==> src/rtl/tqv_bus_pkg.sv <==
// Shared definitions for the TinyQV peripheral bus: size encodings, host FSM states
// and the read-data size masking helper.
package tqv_bus_pkg;

  localparam logic [1:0] SZ_B    = 2'b00;
  localparam logic [1:0] SZ_H    = 2'b01;
  localparam logic [1:0] SZ_W    = 2'b10;
  localparam logic [1:0] SZ_IDLE = 2'b11;

  typedef enum logic [1:0] {
    StIdle,
    StWr,
    StRd,
    StRsp
  } host_state_e;

  // Zero-extend the low bytes of a bus word according to the transfer size.
  function automatic logic [31:0] size_mask(input logic [1:0] size, input logic [31:0] data);
    logic [31:0] w_res;
    w_res = 32'h0;
    case (size)
      SZ_B:    w_res = {24'h0, data[7:0]};
      SZ_H:    w_res = {16'h0, data[15:0]};
      SZ_W:    w_res = data;
      default: w_res = 32'h0;
    endcase
    return w_res;
  endfunction

endpackage

==> src/rtl/tqv_periph_host.sv <==
// Initiator for the TinyQV peripheral bus: converts a valid/ready command stream into
// single bus transactions and returns a registered response with timeout on reads.
module tqv_periph_host
  import tqv_bus_pkg::*;
#(
  parameter int unsigned TIMEOUT_CYC = 16
) (
  input  logic        clk,
  input  logic        rst,
  input  logic        cmd_valid,
  output logic        cmd_ready,
  input  logic        cmd_write,
  input  logic [1:0]  cmd_size,
  input  logic [5:0]  cmd_addr,
  input  logic [31:0] cmd_wdata,
  output logic        rsp_valid,
  input  logic        rsp_ready,
  output logic [31:0] rsp_rdata,
  output logic        rsp_err,
  output logic [5:0]  address,
  output logic [31:0] data_in,
  output logic [1:0]  data_write_n,
  output logic [1:0]  data_read_n,
  input  logic [31:0] data_out,
  input  logic        data_ready
);

  localparam logic [7:0] TimeoutLast = 8'(TIMEOUT_CYC - 1);

  host_state_e r_state;
  logic        r_cmd_ready;
  logic        r_rsp_valid;
  logic [31:0] r_rsp_rdata;
  logic        r_rsp_err;
  logic [5:0]  r_address;
  logic [31:0] r_data_in;
  logic [1:0]  r_data_write_n;
  logic [1:0]  r_data_read_n;
  logic [7:0]  r_wait;

  always_ff @(posedge clk) begin
    if (rst) begin
      r_state        <= StIdle;
      r_cmd_ready    <= 1'b1;
      r_rsp_valid    <= 1'b0;
      r_rsp_rdata    <= 32'h0;
      r_rsp_err      <= 1'b0;
      r_address      <= 6'h0;
      r_data_in      <= 32'h0;
      r_data_write_n <= SZ_IDLE;
      r_data_read_n  <= SZ_IDLE;
      r_wait         <= 8'h0;
    end else begin
      unique case (r_state)
        StIdle: begin
          if (cmd_valid) begin
            r_cmd_ready <= 1'b0;
            r_address   <= cmd_addr;
            r_data_in   <= cmd_wdata;
            if (cmd_size == SZ_IDLE) begin
              r_rsp_valid <= 1'b1;
              r_rsp_err   <= 1'b1;
              r_rsp_rdata <= 32'h0;
              r_state     <= StRsp;
            end else if (cmd_write) begin
              r_data_write_n <= cmd_size;
              r_state        <= StWr;
            end else begin
              r_data_read_n <= cmd_size;
              r_wait        <= 8'h0;
              r_state       <= StRd;
            end
          end
        end
        StWr: begin
          r_data_write_n <= SZ_IDLE;
          r_rsp_valid    <= 1'b1;
          r_rsp_err      <= 1'b0;
          r_rsp_rdata    <= 32'h0;
          r_state        <= StRsp;
        end
        StRd: begin
          // The held read strobe doubles as the transfer size for masking.
          if (data_ready) begin
            r_data_read_n <= SZ_IDLE;
            r_rsp_valid   <= 1'b1;
            r_rsp_err     <= 1'b0;
            r_rsp_rdata   <= size_mask(r_data_read_n, data_out);
            r_state       <= StRsp;
          end else if (r_wait == TimeoutLast) begin
            r_data_read_n <= SZ_IDLE;
            r_rsp_valid   <= 1'b1;
            r_rsp_err     <= 1'b1;
            r_rsp_rdata   <= 32'h0;
            r_state       <= StRsp;
          end else begin
            r_wait <= r_wait + 8'd1;
          end
        end
        StRsp: begin
          if (rsp_ready) begin
            r_rsp_valid <= 1'b0;
            r_cmd_ready <= 1'b1;
            r_state     <= StIdle;
          end
        end
        default: r_state <= StIdle;
      endcase
    end
  end

  assign cmd_ready    = r_cmd_ready;
  assign rsp_valid    = r_rsp_valid;
  assign rsp_rdata    = r_rsp_rdata;
  assign rsp_err      = r_rsp_err;
  assign address      = r_address;
  assign data_in      = r_data_in;
  assign data_write_n = r_data_write_n;
  assign data_read_n  = r_data_read_n;

endmodule

==> config.mk <==
export PLATFORM = sky130hd
export DESIGN_NAME = tqv_periph_host
export DESIGN_NICKNAME = d
export VERILOG_FILES = /design/src/rtl/tqv_bus_pkg.sv /design/src/rtl/tqv_periph_host.sv
export SDC_FILE = /design/constraint.sdc
export NUM_CORES = 1
export LEC_CHECK = 0
export CELL_PAD_IN_SITES_DETAIL_PLACEMENT = 1
export CELL_PAD_IN_SITES_GLOBAL_PLACEMENT = 1
export CORE_ASPECT_RATIO = 1.5
export CORE_MARGIN = 5
export CORE_UTILIZATION = 25
export CTS_BUF_LIST = sky130_fd_sc_hd__clkbuf_8
export DETAILED_ROUTE_END_ITERATION = 8
export PLACE_DENSITY_LB_ADDON = 0.3
export RECOVER_POWER = 25
export SYNTH_ARGS = -nofsm -noshare
export SYNTH_HDL_FRONTEND = slang
export SYNTH_SLANG_ARGS = --single-unit
==> constraint.sdc <==
create_clock -name clk -period 1.82 [get_ports clk]
set_input_delay 0.546 -clock clk [delete_from_list [all_inputs] [get_ports clk]]
set_output_delay 0.546 -clock clk [all_outputs]
set_load 0.005 [all_outputs]
== Yosys cells after proc, flatten, opt, wreduce, memory -nomap -nowiden ==
Cells that the tools add are included.
Cells by class
  add/sub/neg operators: 1
  equality and inequality tests: 16
  muxes and demuxes: 38
  reduce and logical (&&, ||, !) cells: 14
Operator list (count)
  32-bit one-hot mux with 3 select lines: 2
  32-bit 2-to-1 mux: 4
  8-bit 2-to-1 mux: 5
  2-bit 2-to-1 mux: 12
  2-bit inequality test, second input constant: 8
  8-bit one-hot mux with 2 select lines: 1
  4-bit AND reduction: 3
  8-bit by 1-bit adder with 8-bit output, second input constant: 1
  2-bit == test, second input constant: 4
  8-bit by 4-bit == test with 1-bit output, second input constant: 1
  1-bit 2-to-1 mux: 8
  2-bit one-hot mux with 2 select lines: 2
  2-bit one-hot mux with 4 select lines: 1
  3-bit AND reduction: 2
  6-bit AND reduction: 1
  2-bit nonzero test: 3
  5-bit AND reduction: 1
  2-bit by 1-bit == test with 1-bit output, second input constant: 2
  2-bit logical NOT: 2
  1-bit one-hot mux with 4 select lines: 1
  3-bit inequality test, second input constant: 1
  1-bit one-hot mux with 3 select lines: 1
  3-bit nonzero test: 1
  1-bit one-hot mux with 2 select lines: 1
  2-bit AND reduction: 1
Storage, ports and cells
  register bits: 87
  logic and storage cells: 79

== Longest topological paths before layout ==
Gate-level depths: netlist of the first run.
  word-level depth: 4
  mapped depth: 9

== Least setup slack after synthesis of the first run ==
No wires, ideal clock.
  kind: register to register
  start: reg r_state[0]
  end: reg r_wait[4]
  library setup time: 0.070 ns
  data arrival time: 1.711 ns
  required time: 1.750 ns
  setup slack: 0.039 ns
  cell stages (with the launch flop): 8
  path buffers: 1
  path through: dfxtp_1 -> inv_1 -> ha_1 -> and2_2 -> a22oi_2 -> buf_2 -> or4_1 -> a21oi_1
Between the ends
  cells in the longest elaborated chain, start to end: 3
  elaborated cells between the ends (all ways): 10
  classes of those cells: eq/ne (6); mux (1); reduce/logical (3)
Ends and longest elaborated chain
  from (decl): line tqv_periph_host.sv:30  | host_state_e r_state;
  from (signal assigned): line tqv_periph_host.sv:43  | r_state <= StIdle;
  from (signal assigned): line tqv_periph_host.sv:64  | r_state <= StRsp;
  from (signal assigned): line tqv_periph_host.sv:67  | r_state <= StWr;
  2-bit == test or 2-bit logical NOT (tied branches): line tqv_periph_host.sv:54  | unique case (r_state)
  2-bit inequality test (no line) or 2-bit nonzero test (tied branches)
  6-bit AND reduction (no line)
  to (signal assigned): line tqv_periph_host.sv:97  | r_wait <= r_wait + 8'd1;
  to (decl): line tqv_periph_host.sv:39  | logic [7:0] r_wait;
Parallel ways exist; a longest one is shown, timed or not.
A chain may end at the register's enable or synchronous reset.

== Worst setup path after layout of the first run ==
  start: in cmd_valid
  end: reg r_wait[7]
Between the ends
  cells in the longest elaborated chain, start to end: 2
Ends and longest elaborated chain
  from (decl): line tqv_periph_host.sv:10  | input logic cmd_valid,
  2-bit inequality test (no line)
  6-bit AND reduction (no line)
No other way between the ends.

==> impl_results.md, run 1 <==
* Status: finished, violations left
* Failing checks: setup timing
* Post-layout util at 0.419
* Dpl hpwl at 9700 um
* Cell area after layout at 6080 um2
* Switching Fraction at 0.352
* CORE AREA at 14500 um2
* Antenna violations before repair at 0
* Sw power at about 2200 uW
* Post-route insts no fill at 839
* P&R area growth vs syn at 65.4%
* Starting Density at 0.253
* Clk sink count at 87
* CTS root buffer: clkbuf_8
* Share of layout cells above drive strength 1 at 0.149
* Peak VDD IR at 0.000603 V
* Syn_area_per_cell at 7.99 um2
* Rows at 54
* Slew @ Worst Pin at 0.545 ns
* Clk network pwr share at 0.247
* Filler Cell Count at 1719
* CP startpoint kind: primary input
* Clk buf depth at 2
* Remaining routing DRC violations at 0
* Die area at 17300 um2
* Most used DFF post-synth: dfxtp_1
* Port bufs at 154
* Top Ports at around 160
* Iter 0 DRT Violations at 75
* Crit path to: r_wait[7]$_SDFFE_PP0P_
* Max-slew violation count at 0
* Min-Delay Path Class: reg2reg
* Crit path max-delay cell type: dlygate4sd3_1
* Fin crit period at 1.85 ns
* RSZ-0062 raised after global routing: yes
* Vias per cell at 4.62
* Critical Path, Cell by Cell: dlygate4sd3_1, and2_2, a22oi_2, or4_1, a21oi_1
* Sequential fraction of design power at 0.350
* Worst-Skew Late Latency at roughly 0.36 ns
* Endpoints failing hold at 0
* Synth Net Count at 543
* Mapped Area at 3680 um2
* First-pass GRT wire length at 20800 um
* Register area share after synthesis at 0.474
* Hold_buf cts at 0
* Yosys warns at 0
* Critical Path Sink Type: flop
* Reg2Reg Depth at 5
* TritonCTS buffer count at 9
* Width of the die at 109 um
* Largest net degree at the start of global routing at 50
* PD cells at 1050 nW/um2
* Fin Hold WS at 0.459 ns
* Combinational cell fraction of total power at 0.403
* DP Cell Count at 822
* Final Cycle Share at 1.02
* Max-cap violations at 0
* RR Endpoint: r_state[1]$_SDFFE_PP0P_
* H-tree levels at 3
* Die height at 159 um
* Critical path type: in2reg
* Antenna cells at 0
* Grt ovf at 0
* Fin nets at 721
* Wire length per cell at 15.8 um
* Routed Antenna Nets at 0
* Reg clk slew, reported paths at 0.09 ns
* CP Max Fanout at 6
* GRT Total Usage at 0.151
* Leak at 0.00220 uW
* Post-synth cell types at 41
* Setup TNS at -0.0291 ns
* EDFF count, synth at 0
* Worst EP arrival at 2.14 ns
* Fmax at around 540 MHz
* CTS tree: built
* Worst setup startpoint: cmd_valid
* Gate count after technology mapping at 460
* # setup viols final at 1
* FF+latch count, synth at 87
* Clk_skew at 0.0117 ns
* Post-synth ARST share at 0
* Setup bufs post-CTS at 0
* Crit path required time at ~2.1 ns
* First-pass detailed-route iteration total at 4
* Vias in the first global route at 4191
* Fin worst setup slack at -0.0291 ns
* Rel. slew slack at 0.637
* Routability cong. at 0.763
* Flop-to-flop setup slack at roughly 0.02 ns
* Via count at 3880
* Reg2reg start: r_wait[7]$_SDFFE_PP0P_
* Int Power at 4120 uW
* Placed Area at about 5700 um2
* Crit-path max cell delay at between 0.5 and 0.6 ns
* Final wirelength at 13300 um
-- layout make-up --
cell class	instances	area (um2)	share of cell area
sequential	87	1760	0.289
tap	196	245	0.0403
multi-input combinational	336	1860	0.307
inverter	7	26.3	0.00432
clock inverter	6	92.6	0.0152
clock buffer	10	138	0.0226
timing repair buffer	197	1960	0.322
-- metal layers --
| metal | vias to the layer above | global-route usage | share of wire |
|---|---|---|---|
| met1 | 1829 | 0.171 | 0.40 |
| met3 | 11 | 0.0540 | 0.083 |
| li1 | 1923 | - | - |
| met5 | - | 0 | 0 |
| met2 | 117 | 0.263 | 0.50 |
| met4 | 0 | 0.0499 | 0.015 |
-- power groups by stage --
stage / logic [uW] / registers (uW) / clock network (uW)
CTS: 2510 / 2220 / 1640
finish: 2560 / 2230 / 1570
floorplan: 1160 / 2280 / 0
global route: 2810 / 2260 / 1720
global placement: 2420 / 2250 / 0
detailed placement: 2500 / 2270 / 0
-- synth_stat cells, drive strengths merged (3+ instances only) --
cell	instances	share of area
dfxtp	87	0.47
clkbuf	13	0.013
o31ai	6	0.012
inv	7	0.0071
a21oi	54	0.073
nand3	3	0.0041
nor3	3	0.0041
or2	3	0.0051
or4	7	0.015
nand2b	4	0.0068
ha	5	0.017
o21ai	72	0.10
buf	18	0.024
nor2b	33	0.056
nor4	3	0.0051
nand2	115	0.12
o21a	3	0.0061
o21bai	3	0.0061
-- critical path, delay by kind of cell --
| kind | cells | cell delay [ns] |
|---|---|---|
| compound gates | 2 | 0.26 |
| buf+inv | 1 | 0.58 |
| simple gates | 2 | 0.75 |
-- worst min path at each step --
stage	start	to	slack, ns	depth (start not counted)
after global placement	data_in[27]$_SDFFE_PP0P_	data_in[27]$_SDFFE_PP0P_	0.44	2
after floorplan	r_wait[7]$_SDFFE_PP0P_	r_wait[7]$_SDFFE_PP0P_	0.45	2
after CTS	data_in[8]$_SDFFE_PP0P_	data_in[8]$_SDFFE_PP0P_	0.46	2
final	address[0]$_SDFFE_PP0P_	address[0]$_SDFFE_PP0P_	0.46	2
after detailed placement	data_in[11]$_SDFFE_PP0P_	data_in[11]$_SDFFE_PP0P_	0.45	2
after global routing	data_in[22]$_SDFFE_PP0P_	data_in[22]$_SDFFE_PP0P_	0.48	2
-- layout by cell type, fill, tap and decap left out, types with 2 or more instances in the layout --
cell               n
a21oi_1           53
a22oi_2            2
buf_12             6
buf_4             36
bufinv_16          2
clkbuf_8          10
clkdlybuf4s25_1   30
clkdlybuf4s50_1  113
dfxtp_1           73
dfxtp_2           14
dlymetal6s2s_1     8
ha_1               2
ha_2               2
inv_1              7
mux2i_1            2
nand2_1          115
nand2b_1           4
nand3_1            2
nand4_1            2
nor2_1             2
nor2b_1           32
nor3_1             2
nor4_1             2
o21a_1             3
o21ai_0           10
o21ai_1           57
o21ai_2            4
o21bai_1           3
o31ai_1            6
or2_2              3
or4_1              6
-- through the flow --
stage	setup WS, ns	power (uW)
after floorplan	0.0390	3430
after global placement	-0.369	4680
after detailed placement	-0.379	4760
after CTS	0.00604	6380
after global routing	-0.0657	6790
final	-0.0291	6360
-- logic make-up (layout without fill, tap and decap cells) --
logic type / count (synthesis) / count (layout) / synth area share
AO/OA/AOI/OAI: 147 / 148 / 0.226
XOR/XNOR: 1 / 1 / 0.00238
adder cells (fa/ha/maj): 5 / 5 / 0.0170
buffers and inverters: 38 / 220 / 0.0446
flip-flops: 87 / 87 / 0.474
multiplexers: 2 / 2 / 0.00544
AND/OR/NAND/NOR: 180 / 180 / 0.231
-- flip-flops by register name (all words and copies together) (netlist names), 2 cells and up --
signal        cells
data_in          32
rsp_rdata        32
r_wait            8
address           6
data_read_n       2
data_write_n      2
r_state           2
-- what timing repair did --
action                     CTS  global route
pin swaps                    1             3
setup endpoints to repair   16            89
resized for setup            6            73
gates cloned                 0             1
No activity file was read; power rests on OpenSTA's default activity.
==> run 2, diff against run 1 <==
==> constraint.sdc (replaced) <==
create_clock -name clk -period 1.55 [get_ports clk]
set_input_delay 0.465 -clock clk [delete_from_list [all_inputs] [get_ports clk]]
set_output_delay 0.465 -clock clk [all_outputs]
set_load 0.005 [all_outputs]
==> run 2 against run 1 <==
Net effect:
- final area is 3.9% higher
- the flow still finishes with violations (setup timing)
- via count grew 4.0%
- largest power group unchanged
- clock skew shrank 0.0025 ns
- hold slack got worse by 0.0027 ns
- sequential share of layout area fell by 0.94 points
- flip-flop and latch count is the same
- clock power is 4% higher
- first-iteration DRC count up 49%
==> impl_results.md, run 2 (synthesis gave the netlist of run 1 again) <==
* Starting Density at 0.253 (unchanged)
* Max-slew violation count at 0 (unchanged)
* Fmax at 561 MHz
* First-pass detailed-route iteration total at 4 (unchanged)
* CP Max Fanout at 4 (-2)
* Int Power at 4730 uW (+15%)
* Largest net degree at the start of global routing at 45 (-10%)
* Setup TNS at -8.34 ns (-8.31 ns)
* Fin worst setup slack at -0.233 ns (-0.204 ns)
* Iter 0 DRT Violations at 112 (+49%)
* Cell area after layout at 6320 um2 (+3.9%)
* Worst EP arrival at 2.06 ns (-0.08 ns)
* P&R area growth vs syn at 71.9%
* Most frequent cells in the layout: 114 x nand2_1, 78 x dlygate4sd2_1, 74 x clkdlybuf4s50_1
* Met1 usage at 0.173 (+0.00212)
* Vias in the first global route at 4298 (+2.6%)
* GRT busiest layer: met2
* GRT Total Usage at 0.162 (+0.0105)
* CTS tree: built
* Final wirelength at 14500 um (+9.4%)
* Sequential fraction of design power at 0.341 (-0.009)
* Switching Fraction at 0.388 (+0.0359)
* Met3 Track Usage GR at 0.0418 (-0.0122)
* Routed Antenna Nets at 0 (unchanged)
* Routability cong. at 0.772 (+1.1%)
* Max-cap violations at 0 (unchanged)
* Final Cycle Share at 1.15
* Sw power at 3000 uW (+34%)
* Clk buf depth at 2 (unchanged)
* Min-Delay Path Class: reg2reg
* Worst-Skew Late Latency at 0.37 ns (about the same)
* CTS root buffer: clkbuf_8
* Antenna cells at 0 (unchanged)
* Clk sink count at 87 (unchanged)
* Combinational cell fraction of total power at 0.448 (+0.045)
* Width of the die at 109 um (unchanged)
* RSZ-0062 raised after global routing: yes
* Rel. slew slack at 0.660 (+0.0235)
* Endpoints failing hold at 0 (unchanged)
* Die area at 17300 um2 (unchanged)
* First-pass GRT wire length at 22100 um (+6.2%)
* Top Ports at 155 (unchanged)
* Die height at 159 um (unchanged)
* Fin crit period at roughly 1.8 ns
* Port bufs at 154 (unchanged)
* Fin nets at 750 (+4.0%)
* H-tree levels at 3 (unchanged)
* Peak VDD IR at 0.000500 V (-17%)
* Share of layout cells above drive strength 1 at 0.222 (+0.0724)
* PD cells at 1220 nW/um2 (+17%)
* Clk network pwr share at 0.211 (-0.036)
* Commonest non-fill, non-tap cell in the layout: nand2_1
* Grt ovf at 0 (unchanged)
* Hold_buf cts at 0 (unchanged)
* Status: finished, violations left
* Rows at 54 (unchanged)
* Remaining routing DRC violations at 0 (unchanged)
* CP startpoint kind: flop
* Dpl hpwl at 10200 um (+5.2%)
* Vias per cell at 4.65 (+0.57%)
* Via count at 4037 (+4.0%)
* Placed Area at 5910 um2 (+3.2%)
* Slew @ Worst Pin at 0.506 ns (-0.0387 ns)
* Leak at 0.00264 uW (+20%)
* Grt met2 use at 0.305 (+0.0425)
* Critical Path Sink Type: flop
* Clk_skew at 0.00925 ns (-0.00246 ns)
* Wire length per cell at 16.7 um (+5.7%)
* # setup viols final at 47 (+46)
* Filler Cell Count at 1783 (+3.7%)
* Reg clk slew, reported paths at 0.10 ns (about the same)
* Crit path required time at 1.83 ns (-0.28 ns)
* Antenna violations before repair at 0 (unchanged)
* Flop-to-flop setup slack at -0.23 ns (-0.25 ns)
* Failing checks: setup timing
* CORE AREA at 14500 um2 (unchanged)
* Critical path type: reg2reg
* TritonCTS buffer count at 9 (unchanged)
run 2: path summary, 6_finish.rpt:
| check | startpoint | end | cells after the start |
|---|---|---|---|
| setup / recovery | r_wait[5]$_SDFFE_PP0P_ | rsp_valid$_SDFFE_PP0P_ | 6 |
| hold / removal | data_in[6]$_SDFFE_PP0P_ | data_in[6]$_SDFFE_PP0P_ | 2 |
| setup reg to reg | r_wait[5]$_SDFFE_PP0P_ | rsp_valid$_SDFFE_PP0P_ | 6 |
| hold reg to reg | data_in[6]$_SDFFE_PP0P_ | data_in[6]$_SDFFE_PP0P_ | 2 |
run 2: timing repair:
action | CTS | global route
gates cloned | 2 | 1
setup endpoints to repair | 153 | 69
gates resized for setup | 141 | 13
pin swaps | 12 | 8
buffers inserted | 10 | 1
run 2: final cells by class:
class / instances / area (um2) / area share
sequential: 87 / 1770 / 0.280
clock buffer: 9 / 124 / 0.0196
tap: 196 / 245 / 0.0388
timing repair buffer: 225 / 2090 / 0.331
inverter: 7 / 28.8 / 0.00455
multi-input combinational: 337 / 1980 / 0.314
clock inverter: 7 / 76.3 / 0.0121
run 2: worst max-delay path: stages (launching register included):
cell and delay, ns:
dfxtp_2 0.33, or4_4 0.58, buf_6 0.15, o21ai_4 0.17, buf_6 0.15, a31oi_2 0.09, a311oi_2 0.23
run 2: layer usage:
metal,routed length [um],up-vias
met3,846,17
met5,0,-
li1,-,1979
met4,195,0
met2,7980,122
met1,5480,1919
run 2: power by group through the flow:
stage	Clock [uW]	Combinational, uW	Sequential (uW)
global placement	0	3060	2650
finish	1640	3460	2630
global route	1790	3760	2670
floorplan	0	1510	2680
CTS	1680	3310	2640
detailed placement	0	3130	2670
run 2: stage by stage:
step           utilization  total power, uW  setup WS [ns]  instances  hold WS, ns
6_report             0.435             7730         -0.233        868        0.456
4_1_cts              0.432             7630         -0.205        866        0.459
3_5_place_dp         0.407             5800         -0.627        839        0.447
3_3_place_gp         0.407             5710         -0.547        839        0.441
2_1_floorplan            -             4190        -0.0734        460        0.447
5_1_grt              0.435             8230         -0.313        868        0.481
==> run 3, diff against run 2 <==
--- a/config.mk
+++ b/config.mk
@@ -5,15 +5,17 @@
 export SDC_FILE = /design/constraint.sdc
 export NUM_CORES = 1
 export LEC_CHECK = 0
+export ABC_AREA = 1
 export CELL_PAD_IN_SITES_DETAIL_PLACEMENT = 1
 export CELL_PAD_IN_SITES_GLOBAL_PLACEMENT = 1
 export CORE_ASPECT_RATIO = 1.5
 export CORE_MARGIN = 5
-export CORE_UTILIZATION = 25
+export CORE_UTILIZATION = 27
 export CTS_BUF_LIST = sky130_fd_sc_hd__clkbuf_8
 export DETAILED_ROUTE_END_ITERATION = 8
 export PLACE_DENSITY_LB_ADDON = 0.3
 export RECOVER_POWER = 25
+export SKIP_CTS_REPAIR_TIMING = 1
 export SYNTH_ARGS = -nofsm -noshare
 export SYNTH_HDL_FRONTEND = slang
 export SYNTH_SLANG_ARGS = --single-unit
==> run 3 against run 2 <==
Net effect:
- the flow still finishes with violations (setup timing)
- first-iteration DRC count fell by 18%
- final cell count rose by 4.7%
- setup slack improved by 0.13 ns
- count of clock-buffer cells in the layout did not move
- flip-flop and latch count did not move
- sequential power rose by 30%
- critical path type unchanged
- power rose by 41%
- non-clock buffer count fell by 7
==> impl_results.md, run 3 <==
* Status: finished, violations left
* Failing checks: setup timing
* Gate count after technology mapping at 538 (+17%)
* Peak VDD IR at 0.000698 V (+40%)
* Critical path type: reg2reg
* Crit path required time at 1.81 ns (-0.02 ns)
* RSZ-0062 raised after global routing: yes
* Max-slew violation count at 0 (unchanged)
* Worst-Skew Late Latency at 0.36 ns (about the same)
* Worst EP arrival at 1.91 ns (-0.15 ns)
* CTS root buffer: clkbuf_8
* Clk sink count at 87 (unchanged)
* Filler Cell Count at 1635 (-8.3%)
* Vias per cell at 4.71 (+1.3%)
* Routed Antenna Nets at 0 (unchanged)
* Post-synth top area share at 0.467 (-0.00636)
* CORE AREA at 13500 um2 (-6.8%)
* Fin crit period at 1.66 ns (-0.127 ns)
* TritonCTS buffer count at 9 (unchanged)
* Port bufs at 154 (unchanged)
* Via count at 4281 (+6.0%)
* Starting Density at 0.275 (+0.0223)
* DP Cell Count at 869 (+3.6%)
* Rel. slew slack at 0.780 (+0.120)
* Hold Path Stages at 2 (unchanged)
* Syn_area_per_cell at 6.93 um2 (-13%)
* Yosys top cell by area: dfxtp_1
* Largest net degree at the start of global routing at 39 (-13%)
* Post-synth cell types at 28 (-32%)
* Rows at 52 (-3.7%)
* Flop-to-flop setup slack at -0.11 ns (+0.13 ns)
* Final Cycle Share at 1.07 (-0.0818)
* CTS tree: built
* Clk buf depth at 2 (unchanged)
* CP startpoint kind: flop
* First-pass GRT wire length at 20600 um (-6.5%)
* Vias in the first global route at 4251 (-1.1%)
* First-pass detailed-route iteration total at 5 (+1)
* Final Power at 10900 uW (+41%)
* Most used DFF post-synth: dfxtp_1
* Post-layout util at 0.507 (+0.0723)
* Fmax at 604 MHz (+7.7%)
* Fin nets at 826 (+10%)
* Die height at 154 um (-2.9%)
* CP Max Fanout at 8 (+4)
* Synth Net Count at 621 (+14%)
* Min-delay src: rsp_rdata[23]$_SDFFE_PP0P_
* Endpoints failing hold at 0 (unchanged)
* Antenna cells at 0 (unchanged)
* Remaining routing DRC violations at 0 (unchanged)
* Sequential standard cell area at 1770 um2 (+0.28%)
* Critical Path Sink Type: flop
* Count leader, synth: nor2_1
* Antenna violations before repair at 0 (unchanged)
* PD cells at 1590 nW/um2 (+30%)
* Commonest non-fill, non-tap cell in the layout: nor2_1
* H-tree levels at 3 (unchanged)
* Yosys warns at 0 (unchanged)
* Reg2reg start: r_state[1]$_SDFFE_PP0P_
* FF+latch count, synth at 87 (unchanged)
* GRT Total Usage at 0.159 (-0.00298)
* Top Ports at 155 (unchanged)
* Reg2Reg Depth at 10 (+4)
* Most common library cells after synthesis: 192 x nor2_1, 87 x dfxtp_1, 58 x inv_1, 58 x o21ai_0, 49 x nand2_1
* Width of the die at 106 um (-2.8%)
* Share of layout cells above drive strength 1 at 0.254 (+0.0326)
* Reg clk slew, reported paths at 0.09 ns (about the same)
* Wire length per cell at 16.8 um (+0.65%)
* Register area share after synthesis at 0.467 (-0.00636)
* EDFF count, synth at 0 (unchanged)
* Routability cong. at 0.775 (+0.45%)
* Clk_skew at 0.0118 ns (+0.00250 ns)
* Mapped Area at 3730 um2 (+1.4%)
* Fin worst setup slack at -0.106 ns (+0.127 ns)
* # setup viols final at 35 (-26%)
* Min-Delay Path Class: reg2reg
* Post-synth ARST share at 0 (unchanged)
* Die area at 16300 um2 (-5.7%)
* RR Endpoint: rsp_rdata[9]$_SDFFE_PP0P_
* Final wirelength at 15300 um (+5.4%)
* Synth top area cells: dfxtp_1 47%, nor2_1 19%, o21ai_0 7.8%
* Post-route insts no fill at 909 (+4.7%)
* Max-cap violations at 0 (unchanged)
* Slew @ Worst Pin at 0.327 ns (-0.179 ns)
* Multi-input gate area at 1960 um2 (-1.4%)
* Dpl ws at -0.477 ns (+0.150 ns)
* Dpl hpwl at 10300 um (+1.3%)
* P&R area growth vs syn at 84.2%
* Most frequent cells in the layout: 166 x nor2_1, 77 x dlymetal6s2s_1, 75 x clkdlybuf4s50_1
* Hold Path Sink: rsp_rdata[23]$_SDFFE_PP0P_
* Grt ovf at 0 (unchanged)
* Iter 0 DRT Violations at 92 (-18%)
* Leak at 0.00403 uW (+53%)
[run 3: changes by cell type after synthesis, moves of 6 or more]
| cell | change |
|---|---|
| nor2_1 | +190 |
| nand2_1 | -66 |
| inv_1 | +51 |
| a21oi_1 | -49 |
| o21ai_0 | +39 |
| o21ai_1 | -36 |
| nor2b_1 | -33 |
| nand3_1 | +18 |
| buf_2 | -7 |
| o31ai_1 | -6 |
| or4_1 | -6 |
[run 3: layout make-up]
cell class	count	share of cell area
inverters	60	0.0361
repair buffers	218	0.364
multi-input cells	367	0.285
clock inverters	6	0.00911
flip-flops and latches	87	0.258
well taps	162	0.0295
clock buffers	9	0.0180
[run 3: report_power, final]
| group | switching (uW) | internal (uW) | total (uW) |
|---|---|---|---|
| clock network | 827 | 734 | 1560 |
| logic | 2800 | 3150 | 5950 |
| registers | 432 | 2980 | 3420 |
| total | 4060 | 6860 | 10900 |
[run 3: worst max-delay path by stage]
stage | from | endpoint | slack [ns] | depth (start not counted)
after global placement | cmd_size[0] | rsp_rdata[3]$_SDFFE_PP0P_ | -0.44 | 7
after global routing | r_state[1]$_SDFFE_PP0P_ | rsp_rdata[15]$_SDFFE_PP0P_ | -0.19 | 9
final | r_state[1]$_SDFFE_PP0P_ | rsp_rdata[9]$_SDFFE_PP0P_ | -0.11 | 10
after CTS | data_read_n[0]$_SDFFE_PP1P_ | data_read_n[0] | -0.26 | 1
after floorplan | r_state[0]$_SDFFE_PP0P_ | rsp_rdata[1]$_SDFFE_PP0P_ | 0.01 | 9
after detailed placement | cmd_size[1] | rsp_rdata[17]$_SDFFE_PP0P_ | -0.48 | 7
[run 3: routing by layer]
metal	GRT usage	wire length, um	vias to the layer above
li1	-	-	2082
met1	0.153	5600	2062
met2	0.314	8680	102
met3	0.0285	422	35
met4	0.0802	577	0
met5	0	0	-
[run 3: logic make-up (layout without fill, tap and decap cells)]
group | Yosys count | count (layout) | synth area share
simple gates | 276 | 277 | 0.297
flops | 87 | 87 | 0.467
compound gates | 85 | 85 | 0.121
buf+inv | 85 | 293 | 0.0980
fa+ha+maj | 5 | 5 | 0.0168
[run 3: worst max-delay path, cell delays in order, from the launching register on]
cell and delay (ns):
dfxtp_2 0.37, buf_6 0.11, ha_4 0.18, inv_6 0.05, nor2_4 0.13, o21ai_4 0.10, nand2_8 0.15, clkinv_8 0.10
clkbuf_16 0.17, nor2_1 0.13, nor2_1 0.06
[run 3: through the flow]
stage / area, um2 / setup TNS (ns) / hold WS [ns]
6_report: 6870 / -1.71 / 0.481
5_1_grt: 6870 / -4.52 / 0.502
4_1_cts: 5960 / -17.50 / 0.487
3_5_place_dp: 5770 / -25.41 / 0.463
3_3_place_gp: 5770 / -22.37 / 0.444
2_1_floorplan: 3730 / 0 / 0.452
